`src/rtl/csi_pixel_packer.sv`:
```
// csi_pixel_packer
//
// Packs RAW8 CSI-2 payload bytes into 32-bit words for port A of the frame
// RAM. Pixel N of the active window lands at word N>>2, byte lane N[1:0], so
// the display side can address pixels directly. The block crops each line to
// H_ACTIVE pixels and each frame to V_ACTIVE lines. Short lines get their
// last partial word written with zero padding. Framing errors are flagged.
//
// Optional feature: define CSI_PACKER_PINGPONG_EN for double buffering.
// adress_out then gains a bank MSB that toggles on every frame_done, and
// rd_bank reports the most recently completed bank.
//
// Ports:
//   sys_clk      single clock (receiver byte-domain clock)
//   reset        synchronous, active-high reset
//   byte_in      payload pixel byte, qualified by byte_valid
//   byte_valid   byte_in valid this cycle
//   frame_start  one-cycle pulse, Frame Start short packet
//   frame_end    one-cycle pulse, Frame End short packet
//   line_start   one-cycle pulse, start of a long packet
//   line_end     one-cycle pulse, end of the long packet payload
//   data_o       packed word, pixel 0 in [7:0] .. pixel 3 in [31:24]
//   adress_out   word address for data_o (bank bit as MSB when ping-pong)
//   rd_bank      bank most recently completed (ping-pong build only)
//   we_o         one-cycle write strobe per word
//   frame_done   one-cycle pulse after a frame closes
//   short_frame  sticky: a frame ended with fewer than V_ACTIVE lines
//   sync_err     sticky: frame_start mid-frame or line_start inside a line
module csi_pixel_packer #(
  parameter int H_ACTIVE = 640,
  parameter int V_ACTIVE = 480,
  parameter int ADDR_W   = 17
) (
  input  logic              sys_clk,
  input  logic              reset,
  input  logic [7:0]        byte_in,
  input  logic              byte_valid,
  input  logic              frame_start,
  input  logic              frame_end,
  input  logic              line_start,
  input  logic              line_end,
  output logic [31:0]       data_o,
`ifdef CSI_PACKER_PINGPONG_EN
  output logic [ADDR_W:0]   adress_out,
  output logic              rd_bank,
`else
  output logic [ADDR_W-1:0] adress_out,
`endif
  output logic              we_o,
  output logic              frame_done,
  output logic              short_frame,
  output logic              sync_err
);

  localparam int COL_W  = $clog2(H_ACTIVE + 1);
  localparam int LINE_W = $clog2(V_ACTIVE + 1);
  localparam int WPL    = H_ACTIVE / 4;

  typedef enum logic [1:0] {
    IDLE      = 2'd0,
    WAIT_LINE = 2'd1,
    IN_LINE   = 2'd2,
    FLUSH     = 2'd3
  } state_t;

  state_t state, state_nxt;

  logic [COL_W-1:0]  col;
  logic [COL_W-1:0]  col_acc;
  logic [LINE_W-1:0] line_cnt;
  logic [LINE_W-1:0] line_cnt_nxt;
  logic [ADDR_W-1:0] line_base;
  logic [23:0]       pack;
  logic              closing;
  logic              closing_nxt;
  logic              line_ok;

  logic take_byte;
  logic wr_full;
  logic wr_flush;
  logic close_line;
  logic open_line;
  logic start_frame;
  logic end_frame;
  logic set_sync;

  logic              vld_p0;
  logic [31:0]       data_p0;
  logic [ADDR_W-1:0] addr_p0;

  logic              vld_p1;
  logic [31:0]       data_p1;
  logic [ADDR_W-1:0] addr_p1;

  // Places a byte into lanes 0..2 of the holding register. Lane 3 is never
  // stored: the 4th byte goes straight into the outgoing word.
  function automatic logic [23:0] lane_insert(input logic [23:0] pk,
                                              input logic [7:0]  b,
                                              input logic [1:0]  lane);
    logic [23:0] r;
    r = pk;
    case (lane)
      2'd0:    r[7:0]   = b;
      2'd1:    r[15:8]  = b;
      2'd2:    r[23:16] = b;
      default: r        = pk;
    endcase
    return r;
  endfunction

  // Line counter saturates at V_ACTIVE so extra lines cannot wrap it back
  // into the writable range.
  function automatic logic [LINE_W-1:0] line_inc_sat(input logic [LINE_W-1:0] n);
    return (n >= LINE_W'(V_ACTIVE)) ? n : n + LINE_W'(1);
  endfunction

  assign line_ok = (line_cnt < LINE_W'(V_ACTIVE));

  always_ff @(posedge sys_clk) begin
    if (reset) begin
      state <= IDLE;
    end else begin
      state <= state_nxt;
    end
  end

  always_comb begin
    state_nxt   = state;
    closing_nxt = closing;
    take_byte   = 1'b0;
    wr_full     = 1'b0;
    wr_flush    = 1'b0;
    close_line  = 1'b0;
    open_line   = 1'b0;
    start_frame = 1'b0;
    end_frame   = 1'b0;
    set_sync    = 1'b0;
    col_acc     = col;
    case (state)
      IDLE: begin
        if (frame_start) begin
          start_frame = 1'b1;
          state_nxt   = WAIT_LINE;
        end
      end
      WAIT_LINE: begin
        if (frame_start) begin
          set_sync    = 1'b1;
          start_frame = 1'b1;
        end else if (frame_end) begin
          end_frame = 1'b1;
          state_nxt = IDLE;
        end else if (line_start) begin
          open_line = 1'b1;
          state_nxt = IN_LINE;
        end
      end
      IN_LINE: begin
        if (frame_start) begin
          set_sync    = 1'b1;
          start_frame = 1'b1;
          state_nxt   = WAIT_LINE;
        end else if (line_start) begin
          // Restart the same line; the partial word is discarded.
          set_sync  = 1'b1;
          open_line = 1'b1;
        end else begin
          take_byte = byte_valid && (col < COL_W'(H_ACTIVE));
          if (take_byte) begin
            col_acc = col + COL_W'(1);
          end
          wr_full = take_byte && (col[1:0] == 2'd3) && line_ok;
          // A byte arriving with line_end/frame_end is counted before closing.
          if (line_end || frame_end) begin
            if ((col_acc[1:0] != 2'd0) && (col_acc < COL_W'(H_ACTIVE))) begin
              state_nxt   = FLUSH;
              closing_nxt = frame_end;
            end else begin
              close_line = 1'b1;
              if (frame_end) begin
                end_frame = 1'b1;
                state_nxt = IDLE;
              end else begin
                state_nxt = WAIT_LINE;
              end
            end
          end
        end
      end
      FLUSH: begin
        if (frame_start) begin
          set_sync    = 1'b1;
          start_frame = 1'b1;
          state_nxt   = WAIT_LINE;
        end else begin
          wr_flush   = line_ok;
          close_line = 1'b1;
          if (closing || frame_end) begin
            end_frame = 1'b1;
            state_nxt = IDLE;
          end else if (line_start) begin
            // Line base is advanced by close_line this same cycle.
            open_line = 1'b1;
            state_nxt = IN_LINE;
          end else begin
            state_nxt = WAIT_LINE;
          end
        end
      end
      default: state_nxt = IDLE;
    endcase
  end

  always_comb begin
    line_cnt_nxt = line_cnt;
    if (start_frame) begin
      line_cnt_nxt = '0;
    end else if (close_line) begin
      line_cnt_nxt = line_inc_sat(line_cnt);
    end
  end

  // Stage p0: word assembly and address generation
  assign vld_p0  = wr_full || wr_flush;
  assign addr_p0 = line_base + ADDR_W'(col >> 2);
  assign data_p0 = wr_full ? {byte_in, pack} : {8'h00, pack};

  always_ff @(posedge sys_clk) begin
    if (reset) begin
      col       <= '0;
      line_cnt  <= '0;
      line_base <= '0;
      pack      <= '0;
      closing   <= 1'b0;
    end else begin
      line_cnt <= line_cnt_nxt;
      closing  <= closing_nxt;

      if (start_frame || open_line) begin
        col <= '0;
      end else begin
        col <= col_acc;
      end

      if (start_frame) begin
        line_base <= '0;
      end else if (close_line && (line_cnt_nxt < LINE_W'(V_ACTIVE))) begin
        line_base <= line_base + ADDR_W'(WPL);
      end

      // Unfilled lanes must read as zero when a partial word is flushed,
      // so the holding register is cleared whenever a word leaves.
      if (start_frame || open_line || wr_flush) begin
        pack <= '0;
      end else if (take_byte) begin
        if (col[1:0] == 2'd3) begin
          pack <= '0;
        end else begin
          pack <= lane_insert(pack, byte_in, col[1:0]);
        end
      end
    end
  end

  // Stage p1: registered write port and status outputs
  always_ff @(posedge sys_clk) begin
    if (reset) begin
      vld_p1      <= 1'b0;
      data_p1     <= '0;
      addr_p1     <= '0;
      frame_done  <= 1'b0;
      short_frame <= 1'b0;
      sync_err    <= 1'b0;
    end else begin
      vld_p1     <= vld_p0;
      frame_done <= end_frame;
      if (vld_p0) begin
        data_p1 <= data_p0;
        addr_p1 <= addr_p0;
      end
      if (end_frame && (line_cnt_nxt < LINE_W'(V_ACTIVE))) begin
        short_frame <= 1'b1;
      end
      if (set_sync) begin
        sync_err <= 1'b1;
      end
    end
  end

  assign data_o = data_p1;
  assign we_o   = vld_p1;

`ifdef CSI_PACKER_PINGPONG_EN
  logic bank;
  logic bank_p1;

  // The bank flips at the same edge that raises frame_done, so a final
  // write issued in the closing cycle still carries the old bank.
  always_ff @(posedge sys_clk) begin
    if (reset) begin
      bank    <= 1'b0;
      rd_bank <= 1'b1;
      bank_p1 <= 1'b0;
    end else begin
      if (vld_p0) begin
        bank_p1 <= bank;
      end
      if (end_frame) begin
        rd_bank <= bank;
        bank    <= ~bank;
      end
    end
  end

  assign adress_out = {bank_p1, addr_p1};
`else
  assign adress_out = addr_p1;
`endif

endmodule

```
`config.mk`:
```
export PLATFORM = sky130hd
export DESIGN_NAME = csi_pixel_packer
export DESIGN_NICKNAME = d
export VERILOG_FILES = /design/src/rtl/csi_pixel_packer.sv
export SDC_FILE = /design/constraint.sdc
export NUM_CORES = 1
export LEC_CHECK = 0
export BUFFER_PORTS_ARGS = -buffer_cell sky130_fd_sc_hd__clkbuf_2
export CORE_UTILIZATION = 35
export DETAILED_ROUTE_END_ITERATION = 8
export PLACE_DENSITY_LB_ADDON = 0.25
export SLEW_MARGIN = 20
export SYNTH_ARGS = -nofsm -noshare
export SYNTH_HDL_FRONTEND = slang
export SYNTH_SLANG_ARGS = --single-unit
```
`constraint.sdc`:
```
create_clock -name sys_clk -period 4.85 [get_ports sys_clk]
set_input_delay 1.455 -clock sys_clk [delete_from_list [all_inputs] [get_ports sys_clk]]
set_output_delay 1.455 -clock sys_clk [all_outputs]
set_load 0.05 [all_outputs]
```
---- Yosys cells after proc, flatten, opt, wreduce, memory -nomap -nowiden ----
Cells that the tools add are included.
word-level totals
  register bits ........................... 116
  bits of input ports ..................... 15
  word-level logic and storage cells ...... 123
  output and inout port bits .............. 53
cells by class
  $lt $le $gt $ge ......................... 5
  equality and inequality tests ........... 11
  bitwise logic cells ..................... 2
  mux-type cells .......................... 59
  reductions and logical operators ........ 28
  $add $sub $neg .......................... 4
operators by type and width
  operator                                                  number
  two-way mux 10 bit                                        4
  two-way mux 32 bit                                        1
  two-way mux 1 bit                                         31
  two-way mux 9 bit                                         3
  two-way mux 24 bit                                        1
  two-way mux 8 bit                                         3
  two-way mux 2 bit                                         11
  less-than comparator 10 bit, second input constant        2
  less-than comparator 9 bit, second input constant         2
  adder 17 x 8 -> 17 bit                                    1
  adder 17 x 8 -> 17 bit, second input constant             1
  adder 10 x 1 -> 10 bit, second input constant             1
  AND reduction 5 bit                                       2
  adder 9 x 1 -> 9 bit, second input constant               1
  greater-or-equal comparator 9 bit, second input constant  1
  inequality test 3 bit, second input constant              3
  equality test 2 bit, second input constant                4
  case mux 2 bit (4 select lines)                           1
  nonzero test 2 bit                                        4
  OR reduction 2 bit                                        4
  logical AND 1 bit                                         6
  case mux 1 bit (3 select lines)                           2
  AND reduction 2 bit                                       3
  logical OR 1 bit                                          5
  other kinds (7)                                           12

---- Depth between registers and ports, before layout ----
Gate-level depths: netlist of run 1.
  word-level depth ........................ 17
  depth in mapped cells ................... 13
  gate-level depth less buffers ........... 10

---- Worst setup path before layout of run 1 ----
Ideal clock, no wire load.
  path kind ............................... input -> register
  start ................................... input line_start
  end ..................................... register line_base[16]
  slack ................................... 1468 ps
  cell stages on the path ................. 9
  arrival ................................. 3312 ps
  path buffers ............................ 1
  cells stage by stage .................... clkbuf_1 o21bai_1 a32o_1 a21o_1 o21ai_0 a21o_1 o21ai_4 or4_1 a21oi_1
between the ends
  cells in the longest elaborated chain, start to end .. 7
RTL lines
  item                                 line  text
  from (decl)                          40    input logic line_start,
  two-way mux 1 bit (*)                163   end else if (line_start) begin
  two-way mux 1 bit (*)                159   if (frame_start) begin
  case mux 1 bit (2 select lines) (*)  139   case (state)
  two-way mux 9 bit                    218   end else if (close_line) begin
  two-way mux 9 bit                    216   if (start_frame) begin
  less-than comparator 9 bit           247   end else if (close_line && (line_cnt_nxt < LINE_W'(V_ACTIVE))) begin
  logical AND 1 bit (*)                247
  to (signal assigned)                 248   line_base <= line_base + ADDR_W'(WPL);
  to (decl)                            72    logic [ADDR_W-1:0] line_base;
Mark *: on every way between the ends. The rest lies on a longest branch, timed or not.
A chain may end at the register's enable or synchronous reset.

---- Final worst setup path of run 1 ----
  start ................................... input frame_start
  end ..................................... register addr_p1[16], in the netlist adress_out[16]
between the ends
  cells in the longest elaborated chain, start to end .. 3
RTL lines
  item                                  line      text
  from (decl)                           38        input logic frame_start,
  two-way mux 1 bit (on tied branches)  159, 191
  two-way mux 1 bit                     139
  logical OR 1 bit (*)                  224       assign vld_p0 = wr_full || wr_flush;
  to (signal assigned)                  279       addr_p1 <= addr_p0;
  to (decl)                             93        logic [ADDR_W-1:0] addr_p1;
Marked as above.

==> flow_metrics.tcl, run 1 <==
set metrics [dict create \
    power_frac_seq 0.550 \
    die_x_um 118 \
    synth_compound_area_frac 0.175 \
    vias 4077 \
    synth_area_leaders "dfxtp_1 47%, nand2_1 8.9%, a21oi_1 7.0%" \
    swShare 0.235 \
    power.density_nw_per_um2 309 \
    p_int_uw 1280 \
    syn_area_um2 4730 \
    start_util 0.358 \
    synth_top_area_share 0.470 \
    fmax_mhz 287 \
    timing.final.crit_share 0.719 \
    fin_ws_ps 1360 \
    comb_power_share 0.045 \
    grt_use_met3 0.0265 \
    synth-simple-area-share 0.242 \
    cp_max_fo 50 \
    grt_overflow 0 \
    die_area_um2 14000 \
    outcome "finished clean" \
    fin_nets 657 \
    min_path_type "flip-flop to flip-flop" \
    yosysTopAreaCell "dfxtp_1" \
    setup_tns_ps 0 \
    grt_max_degree 51 \
    ios 68 \
    worstSkewPairLatency_ps 360 \
    avgViaCountPerCell 5.01 \
    synth_seq_area_share 0.470 \
    drt-initial-drc-count 120 \
    p_sw_uw 393 \
    synth_flop_cell "dfxtp_1" \
    area_growth_pct 14.8 \
    syn_nets 609 \
    worstMarginPinSlew_ps 882 \
    yosys.cell_types.count 45 \
    grt_use_met1 0.206 \
    relSlewSlack 0.410 \
    placementRows 42 \
    synth_cells 584 \
    drv_slew 0 \
    die_h_um 118 \
    worst_hold_startpoint "data_o[22]" \
    postCtsSetupRepairBufs 0 \
    crit_type "primary input to flip-flop" \
    drc_errors 0 \
    synth_edf_count 0 \
    place_ws_ps 1020 \
    wirelength_um 11100 \
    clock_path_buffers 2 \
    antenna_found_initial 0 \
    post_cts_resized 0 \
    muxShareOfSynthArea 0.00212 \
    synth_top_family_by_area "simple AND/OR/NAND/NOR gates" \
    cts_root_buffer "clkbuf_16" \
    cp-startpoint "frame_start" \
    synth_seq_cells 111 \
    r2r-start "col[0]" \
    cp-end-kind "flip-flop" \
    synthAdderAreaFrac 0.0280 \
    ir_drop_v 0.000194 \
    finClkSkew_ps 4.61 \
    firstDrtPassIters 4 \
    period_needed_ps 3490 \
    grt_setup_unrepaired "no" \
    ant_nets 0 \
    cts_sinks 111 \
    setup_viol 0 \
    grt_usage 0.164 \
    crit_arrival_ps 3750 \
    start_kind "primary input" \
    dp.cells 797 \
    hpwl_um 7860 \
    wire_per_inst_um 13.6 \
    hold_slack_ps 450 \
    clk_pin_slew_ps 70 \
    p_leak_uw 0.00195 \
    cts_buffers 9 \
    pwr-share-clk 0.405 \
    coreArea_um2 13200 \
    gp_congestion 0.785 \
    use_met2 0.274 \
    grt_pass1_vias 3833 \
    hold_buffers 0 \
    finalNonFillerCells 813 \
    p_total_uw 1680 \
    grt_busiest_layer "met2" \
    cts_tree "yes" \
    cp_data_required_time_ps 5110 \
    drive_gt1_frac 0.140 \
    async_flop_share 0 \
    syn_avg_cell_area_um2 8.10 \
    yosys_warnings 0 \
    synth_xor_xnor_area_share 0.0426 \
    n_antenna_cell 0 \
    finalHoldViolCount 0 \
    max_cap_viol_count 0 \
    htreeDepth 3 \
    numPortBuffers 67 \
    grt_first_pass_wirelength_um 18400 \
]
==> per-stage QoR <==
step	cell area (um2)	util
2_1_floorplan	4730	-
4_1_cts	5430	0.412
6_report	5430	0.412
5_1_grt	5430	0.412
3_3_place_gp	5170	0.392
3_5_place_dp	5170	0.392
==> flip-flops by register name (all words and copies together) (netlist names) <==
signal	flops
data_o	32
pack	24
adress_out	17
line_base	12
col	10
line_cnt	9
state	2
closing	1
frame_done	1
short_frame	1
sync_err	1
we_o	1
==> synthesized netlist by cell type (2+ instances only) <==
cell type,n
a211oi_1,12
a21o_1,7
a21oi_1,66
a22oi_1,17
and2_1,4
and3_1,6
and4b_1,2
buf_1,5
buf_6,2
clkbuf_1,27
dfxtp_1,111
ha_1,9
inv_1,13
nand2_1,112
nand3_1,27
nand4_1,7
nor2_1,66
nor2b_1,9
nor3_1,3
o21ai_0,12
o21ai_1,5
o31ai_1,4
or2_2,4
or3_1,9
or4_1,4
xnor2_1,13
xor2_1,10
==> critical path, cell delays in order <==
cell and delay (ps):
clkbuf_2 170, nand2b_1 240, nor2_1 170, and4b_1 200, buf_4 230, nand3_1 330
nand2_1 170, buf_4 430, nor2_1 80, a211oi_1 230
==> path summary, 6_finish.rpt <==
check	endpoint	slack, ps	depth (start not counted)
setup / recovery	adress_out[16]	1360	10
hold / removal	data_o[22]	450	2
setup reg to reg	line_base[14]	1810	8
hold reg to reg	data_o[22]	450	2
==> power groups by stage <==
stage	Sequential, uW	Combinational [uW]	Clock [uW]
floorplan	948	48.3	0
global placement	942	75.3	0
detailed placement	942	76.1	0
CTS	921	76.3	694
global route	922	83.5	732
finish	921	76.1	679
==> kinds of logic after synthesis <==
logic type	count (synthesis)
flip-flops	111
buffers and inverters	47
adder cells (fa/ha/maj)	10
AO/OA/AOI/OAI	135
XOR/XNOR	23
multiplexers	1
AND/OR/NAND/NOR	257
==> cells in the final DEF, fill, tap and decap left out, drive strengths merged, types with 9 or more instances in the layout <==
| master | count |
|---|---|
| o21ai | 18 |
| xnor2 | 13 |
| nor2 | 66 |
| or3 | 9 |
| clkbuf | 79 |
| inv | 13 |
| a22oi | 17 |
| a211oi | 12 |
| nand3 | 27 |
| ha | 9 |
| nor2b | 9 |
| xor2 | 10 |
| dfxtp | 111 |
| nand2 | 112 |
| a21oi | 66 |
==> layout make-up <==
class / instances / area (um2)
multi-input cells: 426 / 2310
fillers: 1353 / 7760
flip-flops and latches: 111 / 2220
clock inverters: 4 / 22.5
repair buffers: 71 / 365
inverters: 13 / 48.8
clock buffers: 12 / 236
well taps: 176 / 220
==> routing by layer <==
metal	up-vias	routed length, um
met5	-	0
met4	0	247
met3	15	319
met2	62	5310
met1	1914	5190
li1	2086	-
Power figures use the tool's default switching activity.
==> inputs of run 2 (changes only) <==
==> constraint.sdc (replaced) <==
create_clock -name sys_clk -period 3.6 [get_ports sys_clk]
set_input_delay 1.08 -clock sys_clk [delete_from_list [all_inputs] [get_ports sys_clk]]
set_output_delay 1.08 -clock sys_clk [all_outputs]
set_load 0.05 [all_outputs]
==> run 2 against run 1 <==
Hold slack about the same. Clock skew increased by 2.5 ps. Utilization rose by 0.51 points. Sequential cell count did not move. Largest cell class unchanged.
==> flow_metrics.tcl, run 2 (same netlist as run 1, synthesis figures left out) <==
set metrics [dict create \
    start_kind "flip-flop" \
    largest_reg_flops 32 \
    grt_overflow 0 \
    fmax_mhz 330 \
    dp.cells 801 \
    cp_max_fo 18 \
    cts_root_buffer "clkbuf_16" \
    clock_path_buffers 2 \
    cts_sinks 111 \
    numPortBuffers 67 \
    relSlewSlack 0.369 \
    ios 68 \
    hpwl_um 7910 \
    period_needed_ps 3030 \
    area_growth_pct 16.3 \
    start_util 0.358 \
    p_total_uw 2300 \
    drc_errors 0 \
    avgViaCountPerCell 5.06 \
    grt_usage 0.169 \
    crit_type "flip-flop to flip-flop" \
    worstSkewPairLatency_ps 350 \
    p_leak_uw 0.00198 \
    setup_tns_ps 0 \
    clk_pin_slew_ps 70 \
    grt_setup_unrepaired "no" \
    finClkSkew_ps 7.13 \
    die_x_um 118 \
    min_path_type "flip-flop to flip-flop" \
    wirelength_um 11200 \
    ir_drop_v 0.000197 \
    die_area_um2 14000 \
    cts_buffers 9 \
    fin_nets 661 \
    postCtsSetupRepairBufs 0 \
    grt_pass1_vias 4020 \
    layout_commonest_cell "nand2_1" \
    placementRows 42 \
    finalHoldViolCount 0 \
    worst_hold_startpoint "data_o[12]" \
    crit_arrival_ps 3310 \
    firstDrtPassIters 4 \
    drv_slew 0 \
    setup_viol 0 \
    timing.final.crit_share 0.843 \
    cp_data_required_time_ps 3880 \
    max_cap_viol_count 0 \
    antenna_found_initial 0 \
    drt-initial-drc-count 150 \
    ant_nets 0 \
    cp-startpoint "col[0]" \
    gp_congestion 0.798 \
    wire_per_inst_um 13.7 \
    fill_cells 1386 \
    die_h_um 118 \
    outcome "finished clean" \
    cts_tree "yes" \
    grt_max_degree 51 \
    hold_buffers 0 \
    vias 4137 \
    final_cell_mix "112 x nand2_1, 111 x dfxtp_1, 67 x clkbuf_2, 66 x nor2_1, 66 x a21oi_1" \
    grt_first_pass_wirelength_um 19100 \
    coreArea_um2 13200 \
    drive_gt1_frac 0.151 \
    htreeDepth 3 \
    power.density_nw_per_um2 419 \
    cp-end-kind "flip-flop" \
    r2r-start "col[0]" \
    finalNonFillerCells 817 \
    post_cts_resized 0 \
    n_antenna_cell 0 \
    worstMarginPinSlew_ps 944 \
]
-- run 2: cell count changes in the layout (fill, tap and decap cells not counted) --
cell,before,now
clkbuf_1,3,0
inv_6,0,2
buf_4,4,7
clkinv_2,3,2
buf_12,0,1
and2_2,0,1
clkinv_4,0,1
clkbuf_8,0,1
and2_1,4,3
-- run 2: per-stage QoR --
| stage | hold slack [ps] | utilization | instance area, um2 | setup WS [ps] |
|---|---|---|---|---|
| global route | 479 | 0.417 | 5500 | 265 |
| finish | 450 | 0.417 | 5500 | 565 |
| global placement | 443 | 0.395 | 5210 | 370 |
| detailed placement | 446 | 0.395 | 5220 | 323 |
| floorplan | 436 | - | 4730 | 593 |
| CTS | 456 | 0.417 | 5500 | 548 |
-- run 2: path summary, 6_finish.rpt --
kind,end,slack [ps],cells after the start
worst max-delay path,line_base[16],570,10
worst min-delay path,data_o[12],450,2
worst max register to register,line_base[16],570,10
worst min register to register,data_o[12],450,2
-- run 2: area by class of cell --
cell class | instances | area, um2 | area share
clock buffer | 10 | 239 | 0.0435
clock inverter | 6 | 43.8 | 0.00797
inverter | 13 | 48.8 | 0.00888
multi-input combinational | 426 | 2320 | 0.421
sequential | 111 | 2220 | 0.404
tap | 176 | 220 | 0.0401
timing repair buffer | 75 | 408 | 0.0742
-- run 2: report_power, final --
part	internal, uW	total [uW]	switching, uW
Sequential	1230	1240	8.44
Clock	493	955	462
Combinational	29.3	105	76.0
-- run 2: worst max-delay path, stage by stage, from the launching register on --
cell,delay (ps)
dfxtp_1,550
inv_1,80
ha_1,470
nand2_1,150
o2111a_1,180
a21o_1,230
o21ai_0,240
a21o_1,220
o21ai_4,150
or4_1,530
a21oi_1,160
-- run 2: metal layers --
layer	part of all wire	global-route usage
met1	0.45	0.201
met2	0.50	0.301
met3	0.030	0.0304
met4	0.014	0.0625
met5	0	0
==> inputs of run 3 (changes only) <==
==> constraint.sdc (replaced) <==
create_clock -name sys_clk -period 2.9 [get_ports sys_clk]
set_input_delay 0.87 -clock sys_clk [delete_from_list [all_inputs] [get_ports sys_clk]]
set_output_delay 0.87 -clock sys_clk [all_outputs]
set_load 0.05 [all_outputs]
==> run 3 against run 2 <==
Non-clock buffer count rose by 9. Total power is 27% higher. Via count rose by 1.2%. Design area up 1.7%. Critical endpoint is now line_base[14]. Critical path depth fell by 1. Sequential share of layout area is 0.62 points lower. Wire length is 0.92% lower. Global-route usage is 0.50 points lower. Combinational power rose by 30%. Clock skew hardly changed. Clock power up 31%. Sequential power is 24% higher. Largest cell class unchanged.
==> flow_metrics.tcl, run 3 (same netlist as run 1, synthesis figures left out) <==
set metrics [dict create \
    outcome "finished clean" \
    die_x_um 118 \
    drt-initial-drc-count 186 \
    comb_power_share 0.046 \
    grt_pass1_vias 3837 \
    p_leak_uw 0.00203 \
    vias 4187 \
    min_path_type "flip-flop to flip-flop" \
    hold_buffers 0 \
    crit_arrival_ps 3040 \
    p_int_uw 2260 \
    worst-path-buf-inv 1 \
    p_sw_uw 665 \
    max_cap_viol_count 0 \
    ir_drop_v 0.000321 \
    gp_congestion 0.801 \
    grt_setup_unrepaired "no" \
    clock_path_buffers 2 \
    crit_family "compound AO/OA/AOI/OAI gates" \
    grt_overflow 0 \
    setup_viol 0 \
    grt_first_pass_wirelength_um 18500 \
    drv_slew 0 \
    place_area_um2 5280 \
    cts_sinks 111 \
    antenna_found_initial 0 \
    area_growth_pct 18.2 \
    die_h_um 118 \
    fill_cells 1353 \
    cts_tree "yes" \
    power_frac_seq 0.527 \
    avgViaCountPerCell 5.07 \
    wirelength_um 11100 \
    start_kind "primary input" \
    finalHoldViolCount 0 \
    finalNonFillerCells 826 \
    path_cells "clkbuf_2 > or3_1 > o2111a_1 > a211oi_1 > xnor2_1 > a21o_1 > o21ai_4 > or4_1 > a21oi_1" \
    cp_max_fo 9 \
    worstMarginPinSlew_ps 672 \
    period_needed_ps 2760 \
    die_area_um2 14000 \
    fin_ws_ps 145 \
    n_antenna_cell 0 \
    use_met2 0.280 \
    numPortBuffers 67 \
    swShare 0.227 \
    drive_gt1_frac 0.165 \
    cts_buffers 9 \
    cp_data_required_time_ps 3190 \
    utilization 0.424 \
    final_cell_mix "112 x nand2_1, 109 x dfxtp_1, 67 x clkbuf_2, 66 x nor2_1, 66 x a21oi_1" \
    start_util 0.358 \
    dp.cells 810 \
    largest_reg_flops 32 \
    placementRows 42 \
    ant_nets 0 \
    drc_errors 0 \
    cts_root_buffer "clkbuf_16" \
    wire_per_inst_um 13.5 \
    grt_usage 0.164 \
    power.density_nw_per_um2 523 \
    timing.final.crit_share 0.950 \
    cp_slowest_cell "or4_1" \
    fmax_mhz 363 \
    pwr-share-clk 0.427 \
    coreArea_um2 13200 \
    final_cell_area_um2 5590 \
    cp-end-kind "flip-flop" \
    grt_use_met1 0.205 \
    grt_busiest_layer "met2" \
    ios 68 \
    clk_pin_slew_ps 70 \
    fin_nets 671 \
    grt_use_met3 0.0290 \
    layout_commonest_cell "nand2_1" \
    place_ws_ps -197 \
    hpwl_um 7950 \
    grt_max_degree 57 \
    relSlewSlack 0.552 \
    p_total_uw 2930 \
    crit_type "primary input to flip-flop" \
    worstSkewPairLatency_ps 350 \
    finClkSkew_ps 7.05 \
    firstDrtPassIters 4 \
    htreeDepth 3 \
    slowest_delay_ps 550 \
]
## run 3: cell types whose count changed in the layout (fill, tap and decap cells not counted), moves of 2 or more
cell | previous run | this run
buf_4 | 7 | 16
dfxtp_1 | 111 | 109
inv_6 | 2 | 0
dfxtp_2 | 0 | 2
## run 3: worst min-delay path: cells and delay by family (launching register included)
kind,cells,cell delay [ps]
AO/OA/AOI/OAI,1,50
AND/OR/NAND/NOR,1,50
flip-flops,1,310
## run 3: worst paths after layout
kind | start | endpoint | slack (ps) | depth (start not counted)
setup / recovery | byte_valid | line_base[14] | 140 | 9
hold / removal | data_o[18] | data_o[18] | 450 | 2
setup reg to reg | col[1] | line_base[14] | 200 | 9
hold reg to reg | data_o[18] | data_o[18] | 450 | 2
## run 3: repair_timing
| action | 4_1_cts | 5_1_grt |
|---|---|---|
| endpoints found under the setup margin | 0 | 7 |
| buffers inserted | 0 | 0 |
| gates resized for setup | 0 | 3 |
## run 3: final cells by class
cell class,instances,area (um2),share of cell area
repair buffers,84,475,0.0850
flip-flops and latches,111,2220,0.398
clock buffers,10,239,0.0427
inverters,13,48.8,0.00873
multi-input cells,427,2320,0.416
well taps,176,220,0.0394
clock inverters,5,58.8,0.0105
## run 3: power groups by stage
stage          Combinational, uW  Sequential [uW]  Clock [uW]
2_1_floorplan               80.7             1580           0
3_3_place_gp                 134             1580           0
3_5_place_dp                 136             1580           0
4_1_cts                      136             1540        1280
5_1_grt                      149             1540        1350
6_report                     136             1540        1250
## run 3: metrics by stage
step,setup TNS (ps),hold WS [ps]
CTS,0,456
detailed placement,-1500,446
global route,0,475
floorplan,0,436
global placement,-964,442
finish,0,453
## run 3: routing by layer
metal / share of wire / vias to the layer above
li1: - / 2136
met1: 0.46 / 1974
met2: 0.50 / 61
met3: 0.027 / 16
met4: 0.017 / 0
met5: 0 / -
